<file path="config.mk">
export PLATFORM = sky130hd
export DESIGN_NAME = ext_io_bridge
export DESIGN_NICKNAME = d
export VERILOG_FILES = /design/src/rtl/ext_io_bridge.sv
export SDC_FILE = /design/constraint.sdc
export NUM_CORES = 1
export LEC_CHECK = 0
export ABC_AREA = 1
export BUFFER_PORTS_ARGS = -buffer_cell sky130_fd_sc_hd__buf_2
export CORE_ASPECT_RATIO = 0.7
export CORE_UTILIZATION = 53
export CTS_CLUSTER_DIAMETER = 120
export DETAILED_ROUTE_END_ITERATION = 10
export PLACE_DENSITY_LB_ADDON = 0.08
export SLEW_MARGIN = 20
export SYNTH_ARGS = -nofsm -noshare
export SYNTH_HDL_FRONTEND = slang
export SYNTH_SLANG_ARGS = --single-unit
</file>
<file path="constraint.sdc">
create_clock -name clk_i -period 2.6 [get_ports clk_i]
set_input_delay 0.52 -clock clk_i [delete_from_list [all_inputs] [get_ports clk_i]]
set_output_delay 0.52 -clock clk_i [all_outputs]
set_load 0.02 [all_outputs]
</file>
<file path="src/rtl/ext_io_bridge.sv">
// Pad-ring boundary for the DTW core: single-beat SRAM sequencer with tri-state turnaround,
// plus a registered-input, FIFO-buffered sample stream with overflow-safe registered ready.
`timescale 1ns/1ps

module ext_io_bridge #(
    parameter int AW         = 10,
    parameter int DW         = 32,
    parameter int SW         = 32,
    parameter int FIFO_DEPTH = 4,
    parameter int RD_LAT     = 1
) (
    input  logic          clk_i,
    input  logic          rst_i,
    input  logic          mem_req_i,
    input  logic          mem_we_i,
    input  logic [AW-1:0] mem_addr_i,
    input  logic [DW-1:0] mem_wdata_i,
    output logic          mem_gnt_o,
    output logic          mem_rvalid_o,
    output logic [DW-1:0] mem_rdata_o,
    output logic [AW-1:0] addr_o,
    output logic [DW-1:0] data_o,
    input  logic [DW-1:0] data_i,
    output logic          data_oe_o,
    output logic          WR_o,
    output logic          CS_o,
    input  logic [SW-1:0] Sin_i,
    input  logic          valid_i,
    output logic          ready_o,
    output logic [SW-1:0] s_data_o,
    output logic          s_valid_o,
    input  logic          s_ready_i
);

    localparam int PW = $clog2(FIFO_DEPTH);
    localparam int CW = PW + 1;

    typedef enum logic [1:0] {IDLE, WRITE, READ, TURN} bus_state_t;

    bus_state_t state, state_next;
    logic [1:0] rd_cnt;
    logic       grant;
    logic       read_done;

    // Grant is gated by reset so nothing is accepted while the block is held in reset.
    assign grant     = rst_i & mem_req_i & (state == IDLE);
    assign mem_gnt_o = grant;
    assign read_done = (state == READ) && (rd_cnt == 2'(RD_LAT));

    always_ff @(posedge clk_i or negedge rst_i) begin
        if (!rst_i) begin
            state <= IDLE;
        end else begin
            state <= state_next;
        end
    end

    always_comb begin
        state_next = state;
        case (state)
            IDLE:    if (grant) state_next = mem_we_i ? WRITE : READ;
            WRITE:   state_next = TURN;
            TURN:    state_next = IDLE;
            READ:    if (read_done) state_next = IDLE;
            default: state_next = IDLE;
        endcase
    end

    // Pad strobes are decoded from the next state so they are flop outputs aligned with the state.
    always_ff @(posedge clk_i or negedge rst_i) begin
        if (!rst_i) begin
            CS_o         <= 1'b1;
            WR_o         <= 1'b1;
            data_oe_o    <= 1'b0;
            addr_o       <= '0;
            data_o       <= '0;
            rd_cnt       <= '0;
            mem_rvalid_o <= 1'b0;
            mem_rdata_o  <= '0;
        end else begin
            CS_o         <= !((state_next == WRITE) || (state_next == READ));
            WR_o         <= (state_next != WRITE);
            data_oe_o    <= (state_next == WRITE);
            rd_cnt       <= (state_next == READ) ? rd_cnt + 2'd1 : 2'd0;
            mem_rvalid_o <= read_done;
            if (read_done) begin
                mem_rdata_o <= data_i;
            end
            if (grant) begin
                addr_o <= mem_addr_i;
                if (mem_we_i) begin
                    data_o <= mem_wdata_i;
                end
            end
        end
    end

    logic [SW-1:0] in_data;
    logic          in_valid;
    logic [SW-1:0] fifo_mem [FIFO_DEPTH];
    logic [PW-1:0] wr_ptr, rd_ptr;
    logic [CW-1:0] count, count_next, occ_next;
    logic          accept, push, pop;

    assign accept    = valid_i & ready_o;
    assign push      = in_valid;
    assign pop       = s_valid_o & s_ready_i;
    assign s_valid_o = (count != '0);
    assign s_data_o  = fifo_mem[rd_ptr];

    // Occupancy counts the input register too, so ready drops before the FIFO can overflow.
    always_comb begin
        count_next = count + CW'(push) - CW'(pop);
        occ_next   = count_next + CW'(accept);
    end

    always_ff @(posedge clk_i or negedge rst_i) begin
        if (!rst_i) begin
            in_valid <= 1'b0;
            in_data  <= '0;
            wr_ptr   <= '0;
            rd_ptr   <= '0;
            count    <= '0;
            ready_o  <= 1'b0;
        end else begin
            in_valid <= accept;
            if (accept) begin
                in_data <= Sin_i;
            end
            if (push) begin
                wr_ptr <= wr_ptr + PW'(1);
            end
            if (pop) begin
                rd_ptr <= rd_ptr + PW'(1);
            end
            count   <= count_next;
            ready_o <= (occ_next < CW'(FIFO_DEPTH));
        end
    end

    always_ff @(posedge clk_i) begin
        if (push) begin
            fifo_mem[wr_ptr] <= in_data;
        end
    end

endmodule

</file>
=== Yosys cells after proc, flatten, opt, wreduce, memory -nomap -nowiden ===
Memories as Yosys holds them, arrays and structs flattened.
Index checks and enable logic that the tools add are counted.

* Magnitude comparators: 1
* $add $sub $neg: 6
* Equality and inequality tests: 7
* Multiplexer cells: 7
* Bitwise operators: 4
* Reductions and logical operators: 6

{| class="wikitable"
|+ Operator list
! cell !! number
|-
| $mux W2 || 4
|-
| $pmux W2 S4 || 1
|-
| $add A2 B1 Y2 const B || 3
|-
| $add A3 B1 Y3 || 2
|-
| $eq A2 B1 Y1 const B || 3
|-
| $eq A2 B2 Y1 const B || 3
|-
| $and A1 B1 Y1 || 4
|-
| $lt A3 B3 Y1 const B || 1
|-
| $reduce_bool A3 Y1 || 1
|-
| $sub A3 B1 Y3 || 1
|-
| $logic_not A2 Y1 || 1
|-
| $mux W1 || 2
|-
| $ne A2 B1 Y1 const B || 1
|-
| $reduce_and A2 Y1 || 1
|-
| $logic_and A1 B1 Y1 || 1
|-
| $logic_not A1 Y1 || 1
|-
| $logic_or A1 B1 Y1 || 1
|}

* Output and inout port bits: 113
* Bits of input ports: 112
* Memories: 1
* Bits in registers: 123
* Memory bits (writable): 128

{| class="wikitable"
|+ Memory list
! name !! depth !! width !! rd ports !! clocked after Yosys merged registers in !! wr ports !! line !! source
|-
| fifo_mem || 4 || 32 || 1 || 0 || 1 || 100 || <nowiki>logic [SW-1:0] fifo_mem [FIFO_DEPTH];</nowiki>
|}

=== Logic depth before layout (Yosys ltp) ===
Gate-level depths: netlist of the first run.

* Depth after elaboration: 7
* Mapped depth: 13

=== Least setup slack after synthesis of the first run ===
Ideal clock, no wire load.

* Path kind: flip-flop to flip-flop
* Start: reg count[1]
* End: reg ready_o
* Data arrival time: 2.076 ns
* Clock period less this slack: 2.192 ns
* Buffers on the path: 0
* Stages on the path, launching flop included: 12
* Path slack: 0.408 ns
* Library setup time: 0.117 ns
* Path through: dfrtp_1 inv_1 nand3_1 nand2_1 inv_1 ha_1 inv_1 ha_1 fa_1 nand3_1 nand3_1 nand2_1

* Longest elaborated chain between the ends: 5

{| class="wikitable"
|+ Ends and longest elaborated chain
! element !! line !! source
|-
| from (decl) || 102 || <nowiki>logic [CW-1:0] count, count_next, occ_next;</nowiki>
|-
| from (signal assigned) || 136 || <nowiki>count <= count_next;</nowiki>
|-
| $reduce_bool A3 Y1 || 108 || <nowiki>assign s_valid_o = (count != '0);</nowiki>
|-
| via s_valid_o || 31 || <nowiki>output logic s_valid_o,</nowiki>
|-
| $and A1 B1 Y1 || 107 || <nowiki>assign pop = s_valid_o & s_ready_i;</nowiki>
|-
| via pop || 103 || <nowiki>logic accept, push, pop;</nowiki>
|-
| $sub A3 B1 Y3 || 113 || <nowiki>count_next = count + CW'(push) - CW'(pop);</nowiki>
|-
| via count_next[1] || 102 ||
|-
| $add A3 B1 Y3 || 114 || <nowiki>occ_next = count_next + CW'(accept);</nowiki>
|-
| $lt A3 B3 Y1 || 137 || <nowiki>ready_o <= (occ_next < CW'(FIFO_DEPTH));</nowiki>
|-
| to (signal assigned) || 137 ||
|-
| to (decl) || 29 || <nowiki>output logic ready_o,</nowiki>
|}

The timed path passes the listed nets, and every way through them passes these cells.
A chain may end at the register's enable or synchronous reset.

=== Final worst setup path of the first run ===
* Start: reg rd_ptr[0]
* End: out s_data_o[27]

* Longest elaborated chain between the ends: 1

{| class="wikitable"
|+ Ends and longest elaborated chain
! element !! line !! source
|-
| from (decl) || 101 || <nowiki>logic [PW-1:0] wr_ptr, rd_ptr;</nowiki>
|-
| from (signal assigned) || 134 || <nowiki>rd_ptr <= rd_ptr + PW'(1);</nowiki>
|-
| $mem_v2 Z4 W32 || - ||
|-
| to (decl) || 30 || <nowiki>output logic [SW-1:0] s_data_o,</nowiki>
|}

No other way between the ends.

==> results_dict.tcl, run 1 <==
set metrics [dict create \
    status "finished, final reports clean" \
    drive_above_1_share_pct 26.6 \
    cp_cell_sequence "inv_2, buf_12, nor2_1, o22ai_1, buf_2" \
    clock_power_share_pct 21.5 \
    crit_path_end_kind "primary output" \
    p_leak_nw 5.54 \
    ant_nets 0 \
    portBuffers 224 \
    crit_required_ns 2.08 \
    worst_pin_slew_ns 0.975 \
    hold_violations 0 \
    synth_edf_count 128 \
    syn_avg_cell_area_sq_um 11.2 \
    antenna_found_initial 3 \
    io_pins 225 \
    drc 0 \
    clockBufferDepth 3 \
    rsz0062_at_grt "false" \
    num_rows 40 \
    p_total_w 0.0153 \
    cts_buffers 23 \
    critPathTopFamily "buffers and inverters" \
    vias 6554 \
    synth-seq-cells 251 \
    cp_slowest_cell "dfrtp_2" \
    yosys_most_used_dff "edfxtp_1" \
    slew_headroom_pct 35.0 \
    p_sw_w 0.00587 \
    r2r_slack_ns 0.41 \
    initial_utilization_pct 54.8 \
    synth.distinct_cells 22 \
    yosys_warnings 0 \
    wl_per_cell_um 15.8 \
    synth.most_common_cell "nand2_1" \
    coreArea_sq_um 17400 \
    area_growth_syn_to_layout_pct 22.4 \
    htreeDepth 1 \
    cp_max_fo 41 \
    ir_worst_vdd_v 0.000731 \
    max_freq_mhz 403 \
    combPwrFrac_pct 35.6 \
    synthArstFlopShare_pct 49.0 \
    yosysSeqAreaShare_pct 72.7 \
    synth_cells 847 \
    fin_nets 1198 \
    clock_latency_ns 0.50 \
    worst_ep_arrival_time_ns 1.96 \
    synthTopCellsByArea "edfxtp_1, dfrtp_1, nand2_1" \
    grt_pass1_vias 6388 \
    seq_power_share_pct 42.9 \
    dr.pass1.iters 4 \
    die_x_um 162 \
    synth_top_area_cell "edfxtp_1" \
    hold_ws_ns 0.0601 \
    hold_buffers 0 \
    synthTopCellsByCount "nand2_1, edfxtp_1, dfrtp_1" \
    postRouteWirelength_um 20900 \
    finalClockSkew_ns 0.0142 \
    cts_tree "yes" \
    min_period_ns 2.48 \
    die_area_sq_um 18500 \
    setup_viol 0 \
    grt_pass1_wl_um 33000 \
    drtIter0Drc 372 \
    synth_nets 969 \
    seqCellArea_sq_um 6930 \
    path_class "reg2out" \
    die_y_um 114 \
    drv_cap 0 \
    swShare_pct 38.3 \
    setup-tns-final_ns 0 \
    cts-root-buf "clkbuf_16" \
    p_int_w 0.00945 \
    grt_use_total_pct 23.1 \
    cts_sinks 251 \
    hold_path.class "in2async" \
    place.gp.congestion 0.743 \
    slew_viol_final 0 \
    power_density_nw_per_um2 1310 \
    crit_buf_inv 3 \
    synth_top_cell_area_share_pct 40.4 \
    synth_area_sq_um 9520 \
    fin_crit_sh_pct 95.5 \
    grt_max_degree 124 \
    via_per_inst 4.95 \
    place_hpwl_um 13200 \
    multi_input_area_sq_um 2260 \
    path_clk_slew_ns 0.07 \
    overflow 0 \
    cp-start-kind "register" \
    fillCellCount 1342 \
    crit_path_max_incr_delay_ns 0.43 \
]
[timing repair]
action	in CTS	in global routing
endpoints found under the setup margin	4	0
buffers inserted	0	0
resized for setup	1	0
[flip-flops by register name (all words and copies together) (netlist names)]
name and cells:
mem_rdata_o 32, wr_ptr 2, rd_ptr 2, state 2, mem_rvalid_o 1, addr_o 10, count 3, data_o 32
rd_cnt 2, data_oe_o 1, CS_o 1, ready_o 1, fifo_mem 128, in_data 32, WR_o 1, in_valid 1
[metrics by stage]
| step | util [%] | instance area [sq um] | worst slack (ns) | cells |
|---|---|---|---|---|
| global placement | 62.8 | 10900 | 0.478 | 1282 |
| floorplan | - | 9520 | 0.408 | 847 |
| CTS | 67.1 | 11700 | 0.116 | 1322 |
| detailed placement | 62.8 | 10900 | 0.403 | 1282 |
| finish | 67.1 | 11700 | 0.116 | 1323 |
| global route | 67.1 | 11700 | 0.0149 | 1322 |
[cells by family after synthesis]
group | after synthesis | synth area share (%)
AND/OR/NAND/NOR | 413 | 16.4
flip-flops | 251 | 72.7
AO/OA/AOI/OAI | 99 | 5.62
buffers and inverters | 71 | 3.55
adder cells (fa/ha/maj) | 10 | 1.39
XOR/XNOR | 3 | 0.276
[cell usage in the layout, fill, tap and decap left out]
master,netlist,routed
clkinv_4,0,1
clkbuf_1,17,1
ha_1,9,9
buf_4,4,18
dfrtp_1,121,120
diode_2,0,1
nand3_1,5,5
xnor2_1,1,1
inv_1,26,26
o21ai_1,18,18
o22ai_1,32,32
dfstp_2,2,2
clkinvlp_4,0,2
dfrtp_2,0,1
fa_1,1,1
inv_4,0,2
clkbuf_8,0,2
inv_2,2,2
clkinv_1,1,2
nand2_1,337,337
o21ai_0,49,49
buf_12,0,3
buf_2,15,223
bufinv_16,0,2
buf_6,5,2
nor2_4,1,1
xor2_1,2,2
clkinv_2,0,6
clkbuf_16,0,23
nor2_1,70,70
edfxtp_1,128,128
[layer usage]
layer,global-route usage [%],vias to the layer above,routed length [um]
li1,-,3235,-
met1,31.9,3083,9310
met2,37.3,202,9710
met3,6.05,30,1520
met4,4.84,4,307
met5,0,-,27
[path summary, 6_finish.rpt]
| check | start | end | cells after the start |
|---|---|---|---|
| min in group clk_i | data_i[12] | mem_rdata_o[12] | 3 |
| min | rst_i | state[1] | 2 |
| min reg2reg | rd_cnt[0] | rd_cnt[0] | 1 |
| max reg2reg | count[1] | ready_o | 11 |
| max in group asynchronous | rst_i | rd_ptr[0] | 2 |
| max | rd_ptr[0] | s_data_o[27] | 5 |
[power groups by stage]
stage               Combinational, W  Clock, W  Sequential, W
floorplan                    0.00283         0        0.00723
global placement             0.00544         0        0.00661
detailed placement           0.00554         0        0.00659
CTS                          0.00554   0.00335        0.00657
global route                 0.00604   0.00351        0.00673
finish                       0.00546   0.00329        0.00657
[cell type report]
cell class | instances | share of cell area (%)
antenna | 1 | 0.0215
inverter | 29 | 0.934
timing repair buffer | 246 | 11.4
clock buffer | 26 | 5.21
sequential | 251 | 59.4
tap | 231 | 2.48
multi-input combinational | 525 | 19.4
clock inverter | 14 | 1.12
No activity file was read; power rests on OpenSTA's default activity.
==> inputs of run 2 (changes only) <==
--- a/config.mk
+++ b/config.mk
@@ -8,10 +8,12 @@
 export ABC_AREA = 1
 export BUFFER_PORTS_ARGS = -buffer_cell sky130_fd_sc_hd__buf_2
 export CORE_ASPECT_RATIO = 0.7
-export CORE_UTILIZATION = 53
+export CORE_UTILIZATION = 55
+export CTS_BUF_LIST = sky130_fd_sc_hd__clkbuf_4 sky130_fd_sc_hd__clkbuf_8
 export CTS_CLUSTER_DIAMETER = 120
 export DETAILED_ROUTE_END_ITERATION = 10
 export PLACE_DENSITY_LB_ADDON = 0.08
+export RECOVER_POWER = 50
 export SLEW_MARGIN = 20
 export SYNTH_ARGS = -nofsm -noshare
 export SYNTH_HDL_FRONTEND = slang
==> run 2 against run 1 <==
The run now ends with capacitance limit, slew limit left. Largest power group unchanged. Clock power decreased by 8.8%. Final area decreased by 1.0%. Power decreased by 2.4%. Via count increased by 0.23%. Register-to-register slack improved by 0.06 ns. Maximum frequency increased by 0.18%. Critical path depth unchanged. Highest routed layer is now met4. Die area decreased by 3.6%. Utilization increased by 2.2 points. Sequential cell count unchanged.
==> results_dict.tcl, run 2 (synthesized netlist as in run 1, its figures left out) <==
set metrics [dict create \
    cts_buffers 37 \
    hold_path.class "in2reg" \
    seq_power_share_pct 44.1 \
    cts_tree "yes" \
    fin_nets 1208 \
    final_core_util_pct 69.3 \
    cts-root-buf "clkbuf_8" \
    die_y_um 112 \
    min_from "data_i[9]" \
    ir_worst_vdd_v 0.000718 \
    power_density_nw_per_um2 1300 \
    finalClockSkew_ns 0.0174 \
    grt_pass1_vias 6560 \
    largest_reg_flops 128 \
    setup-tns-final_ns 0 \
    area_growth_syn_to_layout_pct 21.2 \
    slew_viol_final 73 \
    rsz0062_at_grt "false" \
    cp_max_fo 48 \
    drtIter0Drc 473 \
    crit_required_ns 2.08 \
    ant_nets 0 \
    overflow 0 \
    wl_per_cell_um 15.2 \
    clock_latency_ns 0.49 \
    failed_checks "capacitance limit, slew limit" \
    antenna_found_initial 0 \
    place_hpwl_um 12800 \
    r2r_slack_ns 0.47 \
    clock_power_share_pct 20.0 \
    path_clk_slew_ns 0.06 \
    combPwrFrac_pct 35.8 \
    io_pins 225 \
    top_register "fifo_mem" \
    die_area_sq_um 17800 \
    die_x_um 159 \
    cts_sinks 251 \
    crit_buf_inv 3 \
    status "complete, but fails checks" \
    grt_use_total_pct 23.9 \
    drc 0 \
    swShare_pct 38.7 \
    rr_startpoint "count[1]" \
    hold_violations 0 \
    use_met2_pct 38.0 \
    critPathTopFamily "buffers and inverters" \
    crit_path_end_kind "primary output" \
    coreArea_sq_um 16600 \
    grt_max_degree 73 \
    postPlaceCellArea_sq_um 10900 \
    worst_pin_slew_ns 1.93 \
    grtUsageMet3_pct 6.76 \
    vias 6569 \
    place.gp.congestion 0.790 \
    slew_headroom_pct -28.6 \
    max_freq_mhz 403 \
    layout_commonest_cell "nand2_1" \
    path_class "reg2out" \
    via_per_inst 4.92 \
    num_rows 39 \
    grt-busiest-layer "met2" \
    initial_utilization_pct 57.2 \
    drv_cap 1 \
    clockBufferDepth 3 \
    worstReg2RegEnd "ready_o" \
    hold_depth 3 \
    num_antenna_cells 0 \
    layout_common_cells "nand2_1, buf_2, edfxtp_1" \
    r2r_cells 11 \
    grt_pass1_wl_um 33500 \
    setup_viol 0 \
    use_met1_pct 32.9 \
    fin_crit_sh_pct 95.4 \
    worst_ep_arrival_time_ns 1.96 \
    min_period_ns 2.48 \
    stdcell_area_sq_um 11500 \
    fillCellCount 1311 \
    postRouteWirelength_um 20300 \
    p_leak_nw 5.46 \
    p_sw_w 0.00579 \
    dr.pass1.iters 4 \
    drive_above_1_share_pct 25.7 \
    cp_slowest_cell "dfrtp_2" \
    cp_cell_sequence "inv_2, buf_12, nor2_1, o22ai_1, buf_2" \
    htreeDepth 2 \
    p_int_w 0.00916 \
    hold-path-endpoint "mem_rdata_o[9]" \
    cp-start-kind "register" \
    portBuffers 224 \
    crit_path_max_incr_delay_ns 0.54 \
]
[run 2: through the flow]
step	setup slack, ns	hold slack, ns	std cells	total power, W
floorplan	0.408	0.224	847	0.0101
global placement	0.453	0.428	1272	0.0120
detailed placement	0.439	0.457	1272	0.0121
CTS	0.0953	0.130	1336	0.0152
global route	0.0202	0.187	1336	0.0160
finish	0.121	0.224	1336	0.0150
[run 2: worst max-delay path by stage]
stage,startpoint,to,slack [ns],cells past startpoint
finish,rd_ptr[0],s_data_o[12],0.12,5
global route,rd_ptr[0],s_data_o[12],0.02,4
CTS,rd_ptr[0],s_data_o[12],0.1,4
detailed placement,s_ready_i,ready_o,0.44,10
global placement,s_ready_i,ready_o,0.45,10
floorplan,count[1],ready_o,0.41,11
[run 2: layer usage]
metal	wire length (um)	vias to the layer above
met5	0	-
met4	210	0
met3	1670	20
met2	9350	219
met1	9070	3073
li1	-	3257
[run 2: power groups by stage]
stage / Sequential (W) / Clock, W / Combinational, W
finish: 0.00660 / 0.00300 / 0.00536
global placement: 0.00664 / 0 / 0.00535
detailed placement: 0.00662 / 0 / 0.00548
global route: 0.00678 / 0.00330 / 0.00593
floorplan: 0.00723 / 0 / 0.00283
CTS: 0.00659 / 0.00309 / 0.00547
[run 2: worst register-to-register path: stages (launching register included)]
cell     delay, ns
dfrtp_1       0.37
inv_1         0.12
nand3_1       0.10
nand2_1       0.13
inv_1         0.06
ha_1          0.26
inv_1         0.04
ha_1          0.18
fa_1          0.50
nand3_1       0.10
nand3_1       0.12
nand2_1       0.05
[run 2: cell type report]
type                            instances  area, sq um  share of cell area, %
Sequential cell                       251         6930                   60.0
Multi-Input combinational cell        525         2260                   19.6
Timing Repair Buffer                  242         1250                   10.9
Clock buffer                           56          677                   5.87
Tap cell                              225          282                   2.44
Inverter                               29          109                  0.944
Clock inverter                          8         31.3                  0.271
[run 2: repair_timing]
| item | 4_1_cts | 5_1_grt |
|---|---|---|
| setup buffers | 0 | 0 |
| hold buffers | 0 | 0 |
| resized for setup | 1 | 0 |
| setup endpoints to repair | 1 | 0 |
